File: src/rtl/pc_pkg.sv
// Shared definitions for the program-counter unit.
//   pc_src_t : next-PC source select driven by the control unit
//   PC_W_DEF : default PC width in bits
package pc_pkg;

  localparam int unsigned PC_W_DEF = 11;

  typedef enum logic [2:0] {
    SEQ  = 3'b000,
    BEQ  = 3'b001,
    JRRA = 3'b010,
    JAL  = 3'b011,
    CALL = 3'b100,
    RET  = 3'b101
  } pc_src_t;

endpackage

File: src/rtl/ras_stack.sv
// Return-address stack held in a circular buffer.
// A push onto a full stack overwrites the oldest entry and keeps the count at DEPTH.
// A pop from an empty stack is ignored.
// A push takes priority if push and pop are both asserted.
//   clk, rst : clock, asynchronous active-high reset (discards all entries)
//   push/din : write din as the new top of stack
//   pop      : discard the top of stack
//   top      : current top-of-stack value (valid when !empty)
//   count    : number of valid entries, 0..DEPTH
//   full     : count == DEPTH
//   empty    : count == 0
module ras_stack #(
  parameter int unsigned W     = 11,
  parameter int unsigned DEPTH = 4
) (
  input  logic                     clk,
  input  logic                     rst,
  input  logic                     push,
  input  logic                     pop,
  input  logic [W-1:0]             din,
  output logic [W-1:0]             top,
  output logic [$clog2(DEPTH):0]   count,
  output logic                     full,
  output logic                     empty
);

  localparam int unsigned PtrW = $clog2(DEPTH);
  localparam int unsigned CntW = PtrW + 1;

  logic [W-1:0]    mem_q [DEPTH];
  logic [PtrW-1:0] ptr_q, ptr_d;
  logic [CntW-1:0] cnt_q, cnt_d;

  assign full  = (cnt_q == CntW'(DEPTH));
  assign empty = (cnt_q == '0);
  assign count = cnt_q;
  assign top   = mem_q[ptr_q];

  // The pointer wraps naturally because DEPTH is a power of two.
  // Once the stack is full, advancing the pointer lands on the oldest entry.
  always_comb begin
    ptr_d = ptr_q;
    cnt_d = cnt_q;
    if (push) begin
      ptr_d = ptr_q + PtrW'(1);
      if (!full) cnt_d = cnt_q + CntW'(1);
    end else if (pop && !empty) begin
      ptr_d = ptr_q - PtrW'(1);
      cnt_d = cnt_q - CntW'(1);
    end
  end

  always_ff @(posedge clk or posedge rst) begin
    if (rst) begin
      ptr_q <= '0;
      cnt_q <= '0;
    end else begin
      ptr_q <= ptr_d;
      cnt_q <= cnt_d;
    end
  end

  // Entry storage needs no reset: count gates validity.
  always_ff @(posedge clk) begin
    if (push) mem_q[ptr_d] <= din;
  end

endmodule

File: src/rtl/pc_sequencer.sv
// Program-counter unit.
// Holds the PC, computes the next PC from pc_src, and manages call/return through
// an internal return-address stack.
//   clk, rst    : clock, asynchronous active-high reset
//   stall       : hold the PC and stack; flags are not set
//   pc_src      : next-PC select (pc_src_t encodings)
//   br_taken    : branch condition for BEQ
//   br_off      : signed branch offset
//   jmp_target  : absolute target for JRRA/JAL/CALL
//   err_clr     : clear the sticky error flags
//   pc          : registered PC
//   pc_next     : combinational next PC, before stall gating
//   ras_count   : number of valid stack entries
//   ras_ovf     : sticky flag, set on a push onto a full stack
//   ras_unf     : sticky flag, set on a pop from an empty stack
module pc_sequencer
  import pc_pkg::*;
#(
  parameter int unsigned PC_W      = PC_W_DEF,
  parameter int unsigned RAS_DEPTH = 4,
  parameter int unsigned RESET_VEC = 0
) (
  input  logic                       clk,
  input  logic                       rst,
  input  logic                       stall,
  input  logic [2:0]                 pc_src,
  input  logic                       br_taken,
  input  logic [PC_W-1:0]            br_off,
  input  logic [PC_W-1:0]            jmp_target,
  input  logic                       err_clr,
  output logic [PC_W-1:0]            pc,
  output logic [PC_W-1:0]            pc_next,
  output logic [$clog2(RAS_DEPTH):0] ras_count,
  output logic                       ras_ovf,
  output logic                       ras_unf
);

  pc_src_t         src;
  logic [PC_W-1:0] pc_q, pc_d;
  logic [PC_W-1:0] pc_plus1, pc_br, ras_top;
  logic            ras_ovf_q, ras_ovf_d;
  logic            ras_unf_q, ras_unf_d;
  logic            ras_push, ras_pop, ras_full, ras_empty;
  logic            is_call, is_ret;

  assign src      = pc_src_t'(pc_src);
  assign pc_plus1 = pc_q + PC_W'(1);
  // Two's-complement add: a negative offset wraps back modulo 2^PC_W.
  assign pc_br    = pc_q + br_off;
  assign is_call  = (src == CALL);
  assign is_ret   = (src == RET);

  always_comb begin
    pc_next = pc_plus1;
    unique case (src)
      SEQ:              pc_next = pc_plus1;
      BEQ:              pc_next = br_taken ? pc_br : pc_plus1;
      JRRA, JAL, CALL:  pc_next = jmp_target;
      RET:              pc_next = ras_empty ? pc_plus1 : ras_top;
      default:          pc_next = pc_plus1;
    endcase
  end

  assign ras_push = !stall && is_call;
  assign ras_pop  = !stall && is_ret && !ras_empty;

  always_comb begin
    pc_d      = stall ? pc_q : pc_next;
    ras_ovf_d = err_clr ? 1'b0 : ras_ovf_q;
    ras_unf_d = err_clr ? 1'b0 : ras_unf_q;
    // A new error overrides a clear arriving on the same edge.
    if (ras_push && ras_full)             ras_ovf_d = 1'b1;
    if (!stall && is_ret && ras_empty)    ras_unf_d = 1'b1;
  end

  always_ff @(posedge clk or posedge rst) begin
    if (rst) begin
      pc_q      <= PC_W'(RESET_VEC);
      ras_ovf_q <= 1'b0;
      ras_unf_q <= 1'b0;
    end else begin
      pc_q      <= pc_d;
      ras_ovf_q <= ras_ovf_d;
      ras_unf_q <= ras_unf_d;
    end
  end

  ras_stack #(
    .W     (PC_W),
    .DEPTH (RAS_DEPTH)
  ) u_ras (
    .clk   (clk),
    .rst   (rst),
    .push  (ras_push),
    .pop   (ras_pop),
    .din   (pc_plus1),
    .top   (ras_top),
    .count (ras_count),
    .full  (ras_full),
    .empty (ras_empty)
  );

  assign pc      = pc_q;
  assign ras_ovf = ras_ovf_q;
  assign ras_unf = ras_unf_q;

endmodule

File: config.mk
export PLATFORM = sky130hd
export DESIGN_NAME = pc_sequencer
export DESIGN_NICKNAME = d
export VERILOG_FILES = /design/src/rtl/pc_pkg.sv /design/src/rtl/ras_stack.sv /design/src/rtl/pc_sequencer.sv
export SDC_FILE = /design/constraint.sdc
export NUM_CORES = 1
export LEC_CHECK = 0
export ABC_AREA = 0
export CAP_MARGIN = 20
export CORE_AREA = 2 2 121 123
export DETAILED_ROUTE_END_ITERATION = 10
export DIE_AREA = 0 0 123 125
export PLACE_DENSITY = 0.49
export SLEW_MARGIN = 20
export SYNTH_ARGS = -nofsm -noshare
export SYNTH_HDL_FRONTEND = slang
export SYNTH_SLANG_ARGS = --single-unit
File: constraint.sdc
create_clock -name clk -period 8.4 [get_ports clk]
set_input_delay 2.52 -clock clk [delete_from_list [all_inputs] [get_ports clk]]
set_output_delay 2.52 -clock clk [all_outputs]
set_load 0.01 [all_outputs]
==> results.json <==
{
  "slew_headroom_pct": 31.9,
  "worstPathRequired_ns": 5.88,
  "root_buffer": "clkbuf_16",
  "fin_nets": 412,
  "synth_most_common_cell": "edfxtp_1",
  "cellLeakagePower_nw": 1.62,
  "hold_start": "ras_ovf$_DFFE_PP0P_",
  "syn_inst": 312,
  "die_area_um2": 15400,
  "die_h_um": 125,
  "finClkSkew_ns": 0.00582,
  "setup_tns_ns": 0,
  "drtIter0Drc": 155,
  "total_power_w": 0.00130,
  "numClockSinks": 62,
  "die_x_um": 123,
  "cpMaxStageDelayCell": "clkdlybuf4s50_1",
  "synth_top_area_share_pct": 36.8,
  "final_max_slew_viol_count": 0,
  "antenna_found_initial": 0,
  "finish.utilization_pct": 32.7,
  "pre_cts_slack_ns": 0.600,
  "grt.total_usage_pct": 13.4,
  "htreeDepth": 3,
  "cap_violations": 0,
  "ioPinCount": 57,
  "vias": 2723,
  "cts_buffers": 9,
  "yosysUniqueCellTypes": 55,
  "routabilityCongestion": 0.863,
  "grt_first_pass_wirelength_mm": 15.6,
  "grt_overflow": 0,
  "cts_max_path_buffers": 2,
  "synth_fp_nets": 355,
  "netlist_area_um2": 3590,
  "yosys_warnings": 0,
  "seq_area_frac_synth_pct": 49.3,
  "worstSkewPairLatency_ns": 0.33,
  "final_hold_viol_count": 0,
  "end_kind": "primary output",
  "rows": 44,
  "path_cells": "clkdlybuf4s50_1 -> ha_1 -> inv_1 -> fa_1 -> nor2b_1 -> o31a_1 -> o21ai_0 -> a211o_1 -> a31oi_1 -> clkdlybuf4s50_1",
  "avgSynthCellArea_um2": 11.5,
  "slowest_delay_ns": 0.59,
  "criticalPathCategory": "in2out",
  "period_minus_slack_ns": 7.82,
  "grt_max_degree": 19,
  "antenna_left": 0,
  "pwr_density_cell_nw_per_um2": 279,
  "drive_gt1_share_pct": 12.3,
  "n_antenna_cell": 0,
  "rsz0062_at_grt": "no",
  "netlist_top_cells_area": "edfxtp_1, dfrtp_1, mux4_2",
  "finalSetupViolations": 0,
  "dp_hpwl_mm": 7.22,
  "arrival_ns": 5.30,
  "start_util_pct": 25.3,
  "drc_errors": 0,
  "coreArea_um2": 14200,
  "ys_ff_latch": 62,
  "ctsResizeCount": 0,
  "cts_setup_buffers": 0,
  "synth_edf_count": 44,
  "synth_top_flop_cell": "edfxtp_1",
  "tritoncts": "built",
  "port_buffers": 56,
  "startpoint_type": "input pin",
  "cpMostUsedCell": "clkdlybuf4s50_1",
  "synth_commonest_cells": "edfxtp_1, a21oi_1, nand2_1, nor2_1, dfrtp_1",
  "max_freq_mhz": 128,
  "timing.final.ws_setup_ns": 0.585,
  "hold_class": "reg2reg",
  "synth_largest_area_cell": "edfxtp_1",
  "cts_hold_buf": 0,
  "clk_pin_slew_ns": 0.06,
  "cp_max_fo": 4,
  "min_period_over_period_pct": 93.0,
  "outcome": "finished, final reports clean",
  "wl_per_cell_um": 17.3,
  "worst_slew_pin_slew_ns": 1.02,
  "vdd_drop_max_mv": 0.109,
  "rr_startpoint": "u_ras.ptr_q[0]$_DFF_PP0_",
  "rrSetupSlack_ns": 5.75,
  "crit_start": "br_off[0]",
  "routed_wl_mm": 9.66,
  "synthToLayoutAreaGrowth_pct": 29.3,
  "async_reset_ff_share_pct": 29.0,
  "routed_via_density": 4.88,
  "grt_pass1_vias": 2820,
  "drt_first_pass_iters": 4
}
[routing by layer]
metal / global-route usage (%) / part of all wire, % / up-vias
met4: 4.68 / 1.8 / 0
met1: 17.3 / 45 / 1316
met2: 22.2 / 50 / 67
met5: 0 / 0 / -
met3: 2.69 / 3.2 / 13
li1: - / - / 1327
[critical path, delay by kind of cell]
family          cells  cell delay [ns]
compound gates      4             0.90
fa+ha+maj           2             0.56
buf+inv             3             1.11
simple gates        1             0.20
[metrics by stage]
step	hold WS (ns)	instances	cell area, um2
global placement	0.522	542	4340
detailed placement	0.527	542	4340
floorplan	0.558	312	3590
global route	0.574	558	4640
CTS	0.535	558	4640
finish	0.534	558	4640
[cell families after synthesis]
family          Yosys count  synth area share (%)
flops                    62                  49.3
xor+xnor                 14                  3.41
fa+ha+maj                13                  4.95
compound gates           85                  15.6
mux                      21                  10.0
simple gates             88                  13.0
buf+inv                  29                  3.66
[where the power goes]
group	total, W	leakage, nW	internal (W)	switching (W)
combinational	0.000443	0.875	0.000228	0.000215
clock	0.000372	0.136	0.000230	0.000142
sequential	0.000481	0.613	0.000388	0.0000932
total	0.00130	1.62	0.000846	0.000450
[placed cells by master, fill, tap and decap left out, types with 7 or more instances in the layout]
| cell | instances |
|---|---|
| nor2_1 | 18 |
| edfxtp_1 | 44 |
| nand3_1 | 9 |
| inv_1 | 14 |
| clkdlybuf4s50_1 | 56 |
| clkbuf_16 | 9 |
| mux2_2 | 8 |
| dfrtp_1 | 18 |
| mux4_2 | 11 |
| nor3_1 | 7 |
| ha_1 | 11 |
| xnor2_1 | 9 |
| a21oi_1 | 25 |
| nor2b_1 | 10 |
| o21ai_0 | 10 |
| nand2_1 | 19 |
[worst paths after layout]
| kind | end | cells after the start |
|---|---|---|
| worst max-delay path | pc_next[8] | 10 |
| worst min-delay path | ras_ovf$_DFFE_PP0P_ | 2 |
| worst max register to register | pc[10]$_DFFE_PP0N_ | 5 |
| worst min register to register | ras_ovf$_DFFE_PP0P_ | 2 |
| max in group asynchronous | pc[5]$_DFFE_PP0N_ | 2 |
| min in group asynchronous | ras_ovf$_DFFE_PP0P_ | 2 |
[flip-flops by register name, summed over array words and instances, names as in the netlist]
name and count:
u_ras.mem_q 44, u_ras.ptr_q 2, pc 11, ras_unf 1
u_ras.count 3, ras_ovf 1
[final cells by class]
cell class	instances	area, um2
fillers	1474	9560
well taps	184	230
clock buffers	9	225
inverters	14	52.6
flip-flops and latches	62	1770
repair buffers	61	598
multi-input cells	221	1690
clock inverters	7	73.8
(Power assumes the default switching activity.)
